<file path="src/rtl/id_ex_if.sv">
// ID/EX pipeline register handshake bundle.
// Decode side drives id_* and flush; the stage drives ex_*, stall, bubble_count.
interface id_ex_if #(
  parameter int XLEN = 32
);
  logic            id_valid;
  logic [XLEN-1:0] id_pc;
  logic [XLEN-1:0] id_rs1_data;
  logic [XLEN-1:0] id_rs2_data;
  logic [XLEN-1:0] id_imm;
  logic [4:0]      id_rs1;
  logic [4:0]      id_rs2;
  logic [4:0]      id_rd;
  logic [7:0]      id_ctrl;
  logic            flush;

  logic            ex_valid;
  logic [XLEN-1:0] ex_pc;
  logic [XLEN-1:0] ex_rs1_data;
  logic [XLEN-1:0] ex_rs2_data;
  logic [XLEN-1:0] ex_imm;
  logic [4:0]      ex_rs1;
  logic [4:0]      ex_rs2;
  logic [4:0]      ex_rd;
  logic [7:0]      ex_ctrl;
  logic            stall;
  logic [15:0]     bubble_count;

  modport master (
    output id_valid, id_pc, id_rs1_data, id_rs2_data, id_imm,
    output id_rs1, id_rs2, id_rd, id_ctrl, flush,
    input  ex_valid, ex_pc, ex_rs1_data, ex_rs2_data, ex_imm,
    input  ex_rs1, ex_rs2, ex_rd, ex_ctrl, stall, bubble_count
  );

  modport slave (
    input  id_valid, id_pc, id_rs1_data, id_rs2_data, id_imm,
    input  id_rs1, id_rs2, id_rd, id_ctrl, flush,
    output ex_valid, ex_pc, ex_rs1_data, ex_rs2_data, ex_imm,
    output ex_rs1, ex_rs2, ex_rd, ex_ctrl, stall, bubble_count
  );
endinterface

</file>
<file path="src/rtl/id_ex_stage.sv">
// ID/EX pipeline register with load-use hazard detection and bubble insertion.
// Hazard detection and the bubble counter exist only with HAZARD_DETECT_EN.
module id_ex_stage #(
  parameter int XLEN = 32
) (
  input logic   clk,
  input logic   rst_n,
  id_ex_if.slave bus
);

  logic            v_q;
  logic [XLEN-1:0] pc_q;
  logic [XLEN-1:0] r1d_q;
  logic [XLEN-1:0] r2d_q;
  logic [XLEN-1:0] imm_q;
  logic [4:0]      rs1_q;
  logic [4:0]      rs2_q;
  logic [4:0]      rd_q;
  logic [7:0]      ctrl_q;
  logic            hz;
  logic            bubble;

`ifdef HAZARD_DETECT_EN
  logic [15:0] cnt_q;

  assign hz = bus.id_valid && v_q && ctrl_q[1] &&
              (rd_q != 5'd0) &&
              (rd_q == bus.id_rs1 || rd_q == bus.id_rs2);
  assign bus.stall = hz && !bus.flush;
  assign bus.bubble_count = cnt_q;

  // flush outranks the hazard, so a squashed slot is not counted
  always_ff @(posedge clk or negedge rst_n) begin
    if (!rst_n) begin
      cnt_q <= 16'd0;
    end else if (hz && !bus.flush && cnt_q != 16'hFFFF) begin
      cnt_q <= cnt_q + 16'd1;
    end
  end
`else
  assign hz = 1'b0;
  assign bus.stall = 1'b0;
  assign bus.bubble_count = 16'd0;
`endif

  assign bubble = bus.flush || hz;

  always_ff @(posedge clk or negedge rst_n) begin
    if (!rst_n) begin
      v_q    <= 1'b0;
      pc_q   <= '0;
      r1d_q  <= '0;
      r2d_q  <= '0;
      imm_q  <= '0;
      rs1_q  <= 5'd0;
      rs2_q  <= 5'd0;
      rd_q   <= 5'd0;
      ctrl_q <= 8'd0;
    end else if (bubble) begin
      v_q    <= 1'b0;
      pc_q   <= '0;
      r1d_q  <= '0;
      r2d_q  <= '0;
      imm_q  <= '0;
      rs1_q  <= 5'd0;
      rs2_q  <= 5'd0;
      rd_q   <= 5'd0;
      ctrl_q <= 8'd0;
    end else begin
      v_q    <= bus.id_valid;
      pc_q   <= bus.id_pc;
      r1d_q  <= bus.id_rs1_data;
      r2d_q  <= bus.id_rs2_data;
      imm_q  <= bus.id_imm;
      rs1_q  <= bus.id_rs1;
      rs2_q  <= bus.id_rs2;
      rd_q   <= bus.id_rd;
      ctrl_q <= bus.id_valid ? bus.id_ctrl : 8'd0;
    end
  end

  assign bus.ex_valid    = v_q;
  assign bus.ex_pc       = pc_q;
  assign bus.ex_rs1_data = r1d_q;
  assign bus.ex_rs2_data = r2d_q;
  assign bus.ex_imm      = imm_q;
  assign bus.ex_rs1      = rs1_q;
  assign bus.ex_rs2      = rs2_q;
  assign bus.ex_rd       = rd_q;
  assign bus.ex_ctrl     = ctrl_q;

endmodule

</file>
<file path="src/flat_wrapper.sv">
// flat-port wrapper written by rule: the top's interface ports become plain ports
module id_ex_stage_flat 
#(
  parameter int XLEN = 32
)
  (clk, rst_n, bus_id_valid, bus_id_pc, bus_id_rs1_data, bus_id_rs2_data, bus_id_imm, bus_id_rs1, bus_id_rs2, bus_id_rd, bus_id_ctrl, bus_flush, bus_ex_valid, bus_ex_pc, bus_ex_rs1_data, bus_ex_rs2_data, bus_ex_imm, bus_ex_rs1, bus_ex_rs2, bus_ex_rd, bus_ex_ctrl, bus_stall, bus_bubble_count);
  id_ex_if #(.XLEN(XLEN)) bus_i ();
  input logic clk;
  input logic rst_n;
  input wire logic [$bits(bus_i.id_valid)-1:0] bus_id_valid;
  input wire logic [$bits(bus_i.id_pc)-1:0] bus_id_pc;
  input wire logic [$bits(bus_i.id_rs1_data)-1:0] bus_id_rs1_data;
  input wire logic [$bits(bus_i.id_rs2_data)-1:0] bus_id_rs2_data;
  input wire logic [$bits(bus_i.id_imm)-1:0] bus_id_imm;
  input wire logic [$bits(bus_i.id_rs1)-1:0] bus_id_rs1;
  input wire logic [$bits(bus_i.id_rs2)-1:0] bus_id_rs2;
  input wire logic [$bits(bus_i.id_rd)-1:0] bus_id_rd;
  input wire logic [$bits(bus_i.id_ctrl)-1:0] bus_id_ctrl;
  input wire logic [$bits(bus_i.flush)-1:0] bus_flush;
  output wire logic [$bits(bus_i.ex_valid)-1:0] bus_ex_valid;
  output wire logic [$bits(bus_i.ex_pc)-1:0] bus_ex_pc;
  output wire logic [$bits(bus_i.ex_rs1_data)-1:0] bus_ex_rs1_data;
  output wire logic [$bits(bus_i.ex_rs2_data)-1:0] bus_ex_rs2_data;
  output wire logic [$bits(bus_i.ex_imm)-1:0] bus_ex_imm;
  output wire logic [$bits(bus_i.ex_rs1)-1:0] bus_ex_rs1;
  output wire logic [$bits(bus_i.ex_rs2)-1:0] bus_ex_rs2;
  output wire logic [$bits(bus_i.ex_rd)-1:0] bus_ex_rd;
  output wire logic [$bits(bus_i.ex_ctrl)-1:0] bus_ex_ctrl;
  output wire logic [$bits(bus_i.stall)-1:0] bus_stall;
  output wire logic [$bits(bus_i.bubble_count)-1:0] bus_bubble_count;
  assign bus_i.id_valid = bus_id_valid;
  assign bus_i.id_pc = bus_id_pc;
  assign bus_i.id_rs1_data = bus_id_rs1_data;
  assign bus_i.id_rs2_data = bus_id_rs2_data;
  assign bus_i.id_imm = bus_id_imm;
  assign bus_i.id_rs1 = bus_id_rs1;
  assign bus_i.id_rs2 = bus_id_rs2;
  assign bus_i.id_rd = bus_id_rd;
  assign bus_i.id_ctrl = bus_id_ctrl;
  assign bus_i.flush = bus_flush;
  assign bus_ex_valid = bus_i.ex_valid;
  assign bus_ex_pc = bus_i.ex_pc;
  assign bus_ex_rs1_data = bus_i.ex_rs1_data;
  assign bus_ex_rs2_data = bus_i.ex_rs2_data;
  assign bus_ex_imm = bus_i.ex_imm;
  assign bus_ex_rs1 = bus_i.ex_rs1;
  assign bus_ex_rs2 = bus_i.ex_rs2;
  assign bus_ex_rd = bus_i.ex_rd;
  assign bus_ex_ctrl = bus_i.ex_ctrl;
  assign bus_stall = bus_i.stall;
  assign bus_bubble_count = bus_i.bubble_count;
  id_ex_stage #(.XLEN(XLEN)) u_core (.clk(clk), .rst_n(rst_n), .bus(bus_i));
endmodule
</file>
<file path="config.mk">
export PLATFORM = sky130hd
export DESIGN_NAME = id_ex_stage_flat
export DESIGN_NICKNAME = d
export VERILOG_FILES = /design/src/rtl/id_ex_if.sv /design/src/rtl/id_ex_stage.sv /design/src/flat_wrapper.sv
export SDC_FILE = /design/constraint.sdc
export NUM_CORES = 1
export LEC_CHECK = 0
export BUFFER_PORTS_ARGS = -buffer_cell sky130_fd_sc_hd__clkbuf_2
export CORE_ASPECT_RATIO = 0.75
export CORE_MARGIN = 10
export CORE_UTILIZATION = 30
export DETAILED_ROUTE_END_ITERATION = 7
export MAX_ROUTING_LAYER = met4
export PLACE_DENSITY = 0.62
export SKIP_LAST_GASP = 1
export SLEW_MARGIN = 20
export SYNTH_ARGS = -nofsm -noshare
export SYNTH_HDL_FRONTEND = slang
export SYNTH_SLANG_ARGS = --single-unit
</file>
<file path="constraint.sdc">
create_clock -name clk -period 0.8 [get_ports clk]
set_input_delay 0.16 -clock clk [delete_from_list [all_inputs] [get_ports clk]]
set_output_delay 0.16 -clock clk [all_outputs]
set_load 0.01 [all_outputs]
</file>
# After elaboration in Yosys (flattened, before gate mapping)

Index checks and enable logic that the tools add are counted.

Multiplexer cells: 10

Operators with widths:

| cell     | number |
|---|---|
| $mux W32 | 4 |
| $mux W8  | 2 |
| $mux W5  | 3 |
| $mux W1  | 1 |

Register bits: 152
Output and inout port bits: 169
Logic and storage cells: 19

# Depth between registers and ports, before layout

Gate-level depths: netlist (run 1).

Depth in word-level cells: 2
Mapped depth: 3
Mapped depth without buffers: 1

# Least setup slack after synthesis (run 1)

No wires, ideal clock.

Kind: input -> register
From: input port bus_flush
To: register u_core.imm_q[23] (netlist: u_core.bus.ex_imm[23])
Library setup time: 0.073 ns
Arrival: 0.547 ns
Data required time: 0.727 ns
Setup slack: 0.180 ns
Stages: 3
Path buffers: 2
Cells stage by stage: buf_4 -> buf_2 -> nor2b_1

Cells in the longest elaborated chain, start to end: 1

RTL lines:

| item                 | RTL line           | RTL |
|---|---|---|
| start, declared      | flat_wrapper.sv:19 | `input wire logic [$bits(bus_i.flush)-1:0] bus_flush;` |
| $mux W32             | id_ex_stage.sv:59  | `end else if (bubble) begin` |
| end signal, assigned | id_ex_stage.sv:74  | `imm_q <= bus.id_imm;` |
| end, declared        | id_ex_stage.sv:15  | `logic [XLEN-1:0] imm_q;` |

Every way passes these cells.

# Final worst setup path (run 1)

From: register u_core.ctrl_q[1] (netlist: u_core.bus.ex_ctrl[1])
To: output port bus_ex_ctrl[1]

RTL lines:

| item                   | RTL line           | RTL |
|---|---|---|
| start, declared        | id_ex_stage.sv:19  | `logic [7:0] ctrl_q;` |
| start signal, assigned | id_ex_stage.sv:78  | `ctrl_q <= bus.id_valid ? bus.id_ctrl : 8'd0;` |
| end, declared          | flat_wrapper.sv:28 | `output wire logic [$bits(bus_i.ex_ctrl)-1:0] bus_ex_ctrl;` |

No word-level cell between the ends.

==> results of run 1 <==
-- area by class of cell --
class / count / area, um2 / area share [%]
repair buffers: 487 / 3530 / 38.2
flip-flops and latches: 152 / 3800 / 41.1
diodes: 4 / 10.0 / 0.108
clock buffers: 19 / 443 / 4.79
clock inverters: 13 / 168 / 1.81
well taps: 210 / 263 / 2.84
multi-input cells: 169 / 1030 / 11.2
-- report_power, final --
part	leakage, nW	internal, mW	switching [mW]
Combinational	2.59	1.41	1.09
Clock	0.295	5.03	3.20
Sequential	1.96	8.07	0.140
-- through the flow --
step	total power, mW	hold WS, ns	setup WS [ns]	setup TNS (ns)
after CTS	19.0	0.00146	-0.329	-44.25
final	18.9	0.0105	-0.303	-41.03
after floorplan	8.99	-0.136	0.180	0
after detailed placement	10.1	0.0519	-0.0958	-2.19
after global routing	19.7	0.00247	-0.341	-47.00
after global placement	10.1	0.0469	-0.0545	-0.813
-- metal layers --
metal	track usage (%)	vias up	share of wire, %
met1	17.8	2072	38
met3	6.67	25	8.5
met4	5.26	0	1.8
met5	-	-	0
met2	28.3	203	52
li1	-	1975	-
-- repair_timing --
item	4_1_cts	5_1_grt
resized for setup	0	92
buffers inserted	0	0
hold endpoints to repair	299	1
hold buffers	148	1
setup endpoints to repair	152	152
-- cells by family after synthesis --
family,count (synthesis),synth area share (%)
flops,152,76.2
simple gates,152,19.5
buf+inv,33,4.21
other cells,1,0.0752
-- synth_stat cells, drive strengths merged --
cell type	n	area share, %
nor2b	144	18
dfrtp	152	76
conb	1	0.075
buf	33	4.2
and3b	8	1.4
-- sequential cells by signal (all words and copies together) (netlist names) --
signal,cells
u_core.bus.ex_ctrl,8
u_core.bus.ex_imm,32
u_core.bus.ex_pc,32
u_core.bus.ex_rd,5
u_core.bus.ex_rs1,5
u_core.bus.ex_rs1_data,32
u_core.bus.ex_rs2,5
u_core.bus.ex_rs2_data,32
u_core.bus.ex_valid,1
-- final timing paths --
check | to | cells past startpoint | slack, ns | start
setup / recovery | bus_ex_ctrl[1] | 1 | -0.30 | u_core.bus.ex_ctrl[1]
hold / removal | u_core.bus.ex_ctrl[3] | 2 | 0.01 | bus_id_ctrl[3]
max in group asynchronous | u_core.bus.ex_rs1_data[18] | 3 | 0.15 | rst_n
min in group asynchronous | u_core.bus.ex_rs2[1] | 2 | 0.18 | rst_n
==> impl_metrics.csv, run 1 <==
group,metric,value,unit
run_status,status,"finished, violations left",
run_status,violations,"negative setup slack",
grt,grt-ovfl-total,0,
final_layout,drive_gt1_share,43.9,%
clocking,cts_sinks,152,
pwr,peakVddDrop,1.24,mV
die,die_w,169,um
die,initial_core_util,30.9,%
synth,synth-seq-cells,152,
hold_path,hold_path.class,"input pin to flop",
drt,drc,0,
critical_path,cp_data_required_time,0.64,ns
clocking,tritoncts,"built",
placement,placed_area,6930,um2
synth,synth-seq-area-share,76.2,%
synth,synth_warnings,0,
critical_path,cp_num_buf_inv,1,
final_layout,fill_cells,1306,
timing,final_max_slew_viol_count,0,
critical_path,setup.worst_path.start_class,"flop",
synth,yosysUniqueCellTypes,6,
critical_path,crit_slowest_cell,"dfrtp_1",
final_layout,nets,982,
drt,num_vias,4275,
placement,dpl.hpwl,13300,um
placement,gp_congestion,0.896,
synth,synth_area,4990,um2
final_layout,fin_cells,1054,
final_layout,final_common_cell,"clkbuf_2",
final_layout,finalInstanceArea,9260,um2
die,die_h,132,um
final_layout,layout_common_cells,"268 x clkbuf_2, 152 x dfrtp_1, 149 x dlygate4sd3_1",
drt,drtPass1Iterations,4,
flow_run,maxCapViolations,0,
drt,wire_per_inst,17.6,um
critical_path,worstPathCellList,"buf_6",
clocking,cts_made_buffers,17,
timing,period_share,138,%
timing,clock.fmax,0.906,GHz
critical_path,timing.critical_path.to_type,"primary output",
critical_path,cp_data_arrival_time,0.94,ns
critical_path,path_delay_family,"flip-flops",
grt,globalRouteTotalUtil,16.8,%
placement,port_buffers,306,
final_layout,syn_to_final_growth,85.6,%
grt,grt_max_degree,31,
die,coreArea,16200,um2
die,rows,40,
grt,first_global_vias,5076,
synth,avgSynthCellArea,14.8,um2
timing,final-setup-viol-count,152,
timing,finalHoldViolations,0,
drt,finalWirelength,18500,um
timing,grt_setup_unrepaired,"true",
pwr,power_density,2050,nW/um2
critical_path,cpPeakStageDelay,0.40,ns
clocking,cts-root-buf,"clkbuf_16",
die,dieArea,22200,um2
die,io_pins,324,
clocking,h-tree-depth,4,
final_layout,post-route-util,57.3,%
drt,ant_nets,0,
drt,detail_route.iter0.violations,176,
synth,synthCells,338,
placement,dp_cells,869,
clocking,clk_pin_slew,0.06,ns
critical_path,worstSetupPathType,"flop to primary output",
timing,finalCriticalPeriod,1.10,ns
grt,antenna_found_initial,4,
drt,drt-vias-per-instance,4.06,
clocking,clk_path_buf_depth,2,
critical_path,cp_max_fo,1,
pwr,power.leakage,4.85,nW
timing,fin_ws,-0.303,ns
grt,grt_pass1_wl,28400,um
No activity file was read; power rests on OpenSTA's default activity.
==> run 2: changes to the inputs <==
--- a/config.mk
+++ b/config.mk
@@ -6,6 +6,7 @@
 export NUM_CORES = 1
 export LEC_CHECK = 0
 export BUFFER_PORTS_ARGS = -buffer_cell sky130_fd_sc_hd__clkbuf_2
+export CAP_MARGIN = 20
 export CORE_ASPECT_RATIO = 0.75
 export CORE_MARGIN = 10
 export CORE_UTILIZATION = 30
==> constraint.sdc (replaced) <==
create_clock -name clk -period 0.8 [get_ports clk]
set_input_delay 0.24 -clock clk [delete_from_list [all_inputs] [get_ports clk]]
set_output_delay 0.24 -clock clk [all_outputs]
set_load 0.01 [all_outputs]
==> run 2 against run 1 <==
The flow still finishes with violations (negative setup slack). Sequential cell count is the same. Power is 6.2% lower. Clock-buffer cell count down 1. Non-clock buffer count decreased by 148. Sequential share of layout area rose by 7.9 points. Hold slack improved by 0.030 ns. Die area did not move.
==> impl_metrics.csv, run 2 (synthesis gave the netlist of run 1 again) <==
group,metric,value,unit
run_status,status,"finished, violations left",
placement,gp_congestion,0.857,
grt,antenna_found_initial,0,
run_status,violations,"negative setup slack",
timing,final-setup-viol-count,152,
die,rows,40,
die,io_pins,324,
hold_path,hold_path.class,"input pin to flop",
final_layout,post-route-util,48.0,%
die,die_w,169,um
die,dieArea,22200,um2
placement,dpl.hpwl,13100,um
grt,grt_pass1_wl,24600,um
grt,grt_max_degree,36,
critical_path,cpPeakStageDelay,0.40,ns
critical_path,timing.critical_path.to_type,"primary output",
placement,port_buffers,306,
critical_path,worstSetupPathType,"flop to primary output",
grt,globalRouteTotalUtil,14.6,%
clocking,cts_made_buffers,17,
timing,fin_ws,-0.373,ns
timing,setup_tns,-52.45,ns
timing,finalCriticalPeriod,1.17,ns
drt,detail_route.iter0.violations,122,
drt,num_vias,3661,
clocking,post_cts_buffers,0,
clocking,tritoncts,"built",
final_layout,nets,834,
flow_run,maxCapViolations,0,
clocking,cts_sinks,152,
clocking,cts-root-buf,"clkbuf_16",
grt,first_global_vias,4306,
die,initial_core_util,30.9,%
pwr,power_density,2290,nW/um2
clocking,clk_path_buf_depth,2,
final_layout,diodes,0,
critical_path,path_delay_family,"flip-flops",
timing,final_max_slew_viol_count,0,
final_layout,syn_to_final_growth,55.7,%
final_layout,fill_cells,1461,
drt,finalWirelength,15700,um
final_layout,final_common_cell,"clkbuf_2",
drt,drt-vias-per-instance,4.06,
drt,wire_per_inst,17.4,um
critical_path,cp_data_arrival_time,0.93,ns
clocking,h-tree-depth,4,
timing,grt_setup_unrepaired,"true",
timing,finalHoldViolations,0,
die,die_h,132,um
pwr,peakVddDrop,1.20,mV
critical_path,cp_data_required_time,0.56,ns
grt,grt-ovfl-total,0,
drt,ant_nets,0,
critical_path,cp_max_fo,1,
final_layout,layout_common_cells,"273 x clkbuf_2, 152 x dfrtp_1, 144 x nor2b_1",
final_layout,drive_gt1_share,53.3,%
timing,period_share,147,%
critical_path,setup.worst_path.start_class,"flop",
critical_path,crit_slowest_cell,"dfrtp_1",
die,coreArea,16200,um2
drt,drc,0,
pwr,power.leakage,4.22,nW
critical_path,worstPathCellList,"buf_6",
drt,drtPass1Iterations,4,
clocking,clk_pin_slew,0.06,ns
critical_path,cp_num_buf_inv,1,
timing,clock.fmax,0.853,GHz
==> run 2: cell type report <==
class | count | area, um2 | area share [%]
Sequential cell | 152 | 3800 | 49.0
Clock buffer | 18 | 429 | 5.53
Tap cell | 210 | 263 | 3.38
Multi-Input combinational cell | 169 | 1030 | 13.3
Timing Repair Buffer | 339 | 2100 | 27.0
Clock inverter | 14 | 140 | 1.80
==> run 2: worst paths after layout <==
check	endpoint	from	cells past startpoint	slack, ns
max	bus_ex_ctrl[1]	u_core.bus.ex_ctrl[1]	1	-0.37
min	u_core.bus.ex_imm[11]	bus_id_imm[11]	2	0.04
max in group asynchronous	u_core.bus.ex_rs2_data[3]	rst_n	3	0.11
min in group asynchronous	u_core.bus.ex_rs1_data[29]	rst_n	2	0.25
==> run 2: per-layer routing <==
layer,track usage (%),wire (um),vias to the layer above
li1,-,-,1675
met1,15.3,5840,1760
met2,23.0,7740,208
met3,7.99,1870,18
met4,4.44,274,0
met5,-,0,-
==> run 2: per-stage QoR <==
step                hold slack (ns)  setup WS (ns)  cell area, um2  power (mW)  cells
floorplan                   -0.0556          0.100            5050        8.99    354
global placement             0.0900        -0.0894            7010        10.1    869
detailed placement           0.0918         -0.121            7010        10.2    869
CTS                          0.0201         -0.403            7590        18.0    902
global route                 0.0130         -0.417            7770        18.6    902
finish                       0.0409         -0.373            7770        17.8    902
==> run 2: where the power goes <==
part | leakage [nW] | switching (mW) | total [mW] | internal [mW]
Combinational | 1.99 | 0.930 | 1.90 | 0.966
Clock | 0.268 | 3.31 | 7.67 | 4.36
Sequential | 1.96 | 0.131 | 8.20 | 8.07
Total | 4.22 | 4.37 | 17.8 | 13.4
==> run 2: timing repair <==
item	4_1_cts	5_1_grt
pin swaps	0	0
hold buffers	1	0
endpoints found under the hold margin	152	0
gates resized for setup	0	81
setup endpoints to repair	152	152
==> run 3: changes to the inputs <==
--- a/config.mk
+++ b/config.mk
@@ -5,14 +5,15 @@
 export SDC_FILE = /design/constraint.sdc
 export NUM_CORES = 1
 export LEC_CHECK = 0
-export BUFFER_PORTS_ARGS = -buffer_cell sky130_fd_sc_hd__clkbuf_2
+export BUFFER_PORTS_ARGS = -buffer_cell sky130_fd_sc_hd__buf_4
 export CAP_MARGIN = 20
 export CORE_ASPECT_RATIO = 0.75
 export CORE_MARGIN = 10
 export CORE_UTILIZATION = 30
 export DETAILED_ROUTE_END_ITERATION = 7
 export MAX_ROUTING_LAYER = met4
-export PLACE_DENSITY = 0.62
+export PLACE_DENSITY = 0.65
+export SKIP_CTS_REPAIR_TIMING = 1
 export SKIP_LAST_GASP = 1
 export SLEW_MARGIN = 20
 export SYNTH_ARGS = -nofsm -noshare
==> constraint.sdc (replaced) <==
create_clock -name clk -period 0.9 [get_ports clk]
set_input_delay 0.27 -clock clk [delete_from_list [all_inputs] [get_ports clk]]
set_output_delay 0.27 -clock clk [all_outputs]
set_load 0.01 [all_outputs]
==> run 3 against run 2 <==
The flow still finishes with violations (negative setup slack). Core utilization increased by 6.3 points. Clock power decreased by 6.4%. Sequential cell count did not move. Sequential share of layout area decreased by 5.6 points. First-iteration DRC count up 5.7%. Final cell count decreased by 1.6%. Die area is the same. Via count is 2.7% lower. Critical path depth stayed put. Design area is 13% higher.
==> impl_metrics.csv, run 3 (synthesis gave the netlist of run 1 again) <==
group,metric,value,unit
pwr,power_frac_seq,44.2,%
final_layout,post-route-util,54.3,%
clocking,cts_sinks,152,
drt,drtPass1Iterations,5,
critical_path,cp_max_fo,1,
drt,drc,0,
clocking,cts_made_buffers,17,
critical_path,crit_slowest_cell,"dfrtp_1",
drt,route.met2.wl,8050,um
die,coreArea,16200,um2
final_layout,diodes,0,
pwr,combPwrFrac,12.6,%
critical_path,cp.depth,1,
critical_path,worstPathCellList,"buf_6",
drt,wl_met1,5830,um
grt,grt-ovfl-total,0,
timing,finalHoldViolations,0,
clocking,cts-root-buf,"clkbuf_16",
drt,ant_nets,0,
placement,dp_cells,855,
final_layout,syn_to_final_growth,76.0,%
timing,grt_setup_unrepaired,"true",
run_status,status,"finished, violations left",
pwr,p_int,12.7,mW
placement,dpl.hpwl,12600,um
timing,final-setup-viol-count,152,
drt,wl_met3,1740,um
die,io_pins,324,
die,die_h,132,um
critical_path,setup.worst_path.start_class,"flop",
pwr,power_density,1890,nW/um2
run_status,violations,"negative setup slack",
flow_run,maxCapViolations,0,
die,dieArea,22200,um2
grt,globalRouteTotalUtil,14.1,%
final_layout,drive_gt1_share,52.5,%
drt,wire_per_inst,17.9,um
grt,grt_max_degree,82,
critical_path,cp_num_buf_inv,1,
drt,drt-vias-per-instance,4.01,
drt,finalWirelength,15900,um
pwr,peakVddDrop,1.19,mV
grt,antenna_found_initial,0,
clocking,clk_pin_slew,0.07,ns
critical_path,cp_data_required_time,0.63,ns
pwr,switching_share,23.6,%
critical_path,cpPeakStageDelay,0.40,ns
drt,detail_route.iter0.violations,129,
final_layout,fill_cells,1346,
clocking,tritoncts,"built",
timing,finalCriticalPeriod,1.22,ns
drt,routed.top_layer,"met4",
pwr,power.leakage,4.46,nW
die,initial_core_util,30.9,%
critical_path,timing.critical_path.to_type,"primary output",
placement,port_buffers,306,
timing,clock.fmax,0.821,GHz
die,rows,40,
critical_path,crit_start,"u_core.bus.ex_rs1_data[9]",
clocking,clk_path_buf_depth,2,
placement,gp_congestion,0.850,
critical_path,path_delay_family,"flip-flops",
final_layout,final_common_cell,"buf_4",
timing,final_max_slew_viol_count,0,
die,die_w,169,um
grt,grt_pass1_wl,23500,um
drt,num_vias,3561,
grt,first_global_vias,4013,
pwr,p_switching,3.92,mW
critical_path,worstSetupPathType,"flop to primary output",
final_layout,fin_cells,888,
final_layout,layout_common_cells,"169 x buf_4, 152 x dfrtp_1, 149 x buf_6",
timing,period_share,135,%
hold_path,hold_path.class,"input pin to flop",
timing,fin_ws,-0.318,ns
critical_path,cp-endpoint,"bus_ex_rs1_data[9]",
pwr,pwr-share-clk,43.2,%
final_layout,nets,820,
clocking,h-tree-depth,4,
critical_path,cp_data_arrival_time,0.95,ns
-- run 3: worst min-delay path by stage --
stage	from	to	slack (ns)	cells past startpoint
6_report	bus_id_imm[20]	u_core.bus.ex_imm[20]	0.06	2
2_1_floorplan	rst_n	u_core.bus.ex_ctrl[0]	-0.03	0
5_1_grt	bus_id_imm[13]	u_core.bus.ex_imm[13]	0.05	2
4_1_cts	rst_n	u_core.bus.ex_rs1[2]	-0.30	1
3_5_place_dp	rst_n	u_core.bus.ex_rs1[2]	0.16	1
3_3_place_gp	rst_n	u_core.bus.ex_rs1[2]	0.16	1
-- run 3: per-stage QoR --
step           power (mW)  TNS, ns  worst slack [ns]  hold slack, ns  area (um2)
2_1_floorplan        7.99        0             0.170         -0.0256        5050
3_5_place_dp         9.33    -4.48           -0.0745           0.162        7610
6_report             16.6   -42.98            -0.318          0.0629        8780
4_1_cts              16.6   -48.86            -0.365          -0.299        8210
5_1_grt              17.3   -49.51            -0.365          0.0475        8780
3_3_place_gp         9.30    -1.84           -0.0392           0.160        7610
-- run 3: cell type report --
type                       count  area [um2]  area share [%]
clock buffer                  18         439            5.00
timing repair buffer         325        3080            35.0
multi-input combinational    169        1030            11.8
tap                          210         263            2.99
clock inverter                14         163            1.85
sequential                   152        3800            43.3
-- run 3: power by group through the flow --
stage | Combinational (mW) | Sequential [mW] | Clock [mW]
after CTS | 1.93 | 7.28 | 7.42
after floorplan | 0.409 | 7.58 | 0
after global routing | 2.28 | 7.37 | 7.68
final | 2.10 | 7.34 | 7.18
after detailed placement | 1.93 | 7.40 | 0
after global placement | 1.90 | 7.40 | 0
-- run 3: layer usage --
| metal | GRT usage [%] | up-vias |
|---|---|---|
| met5 | - | - |
| met4 | 4.78 | 0 |
| met3 | 7.06 | 20 |
| met2 | 22.6 | 189 |
| met1 | 14.9 | 1711 |
| li1 | - | 1641 |
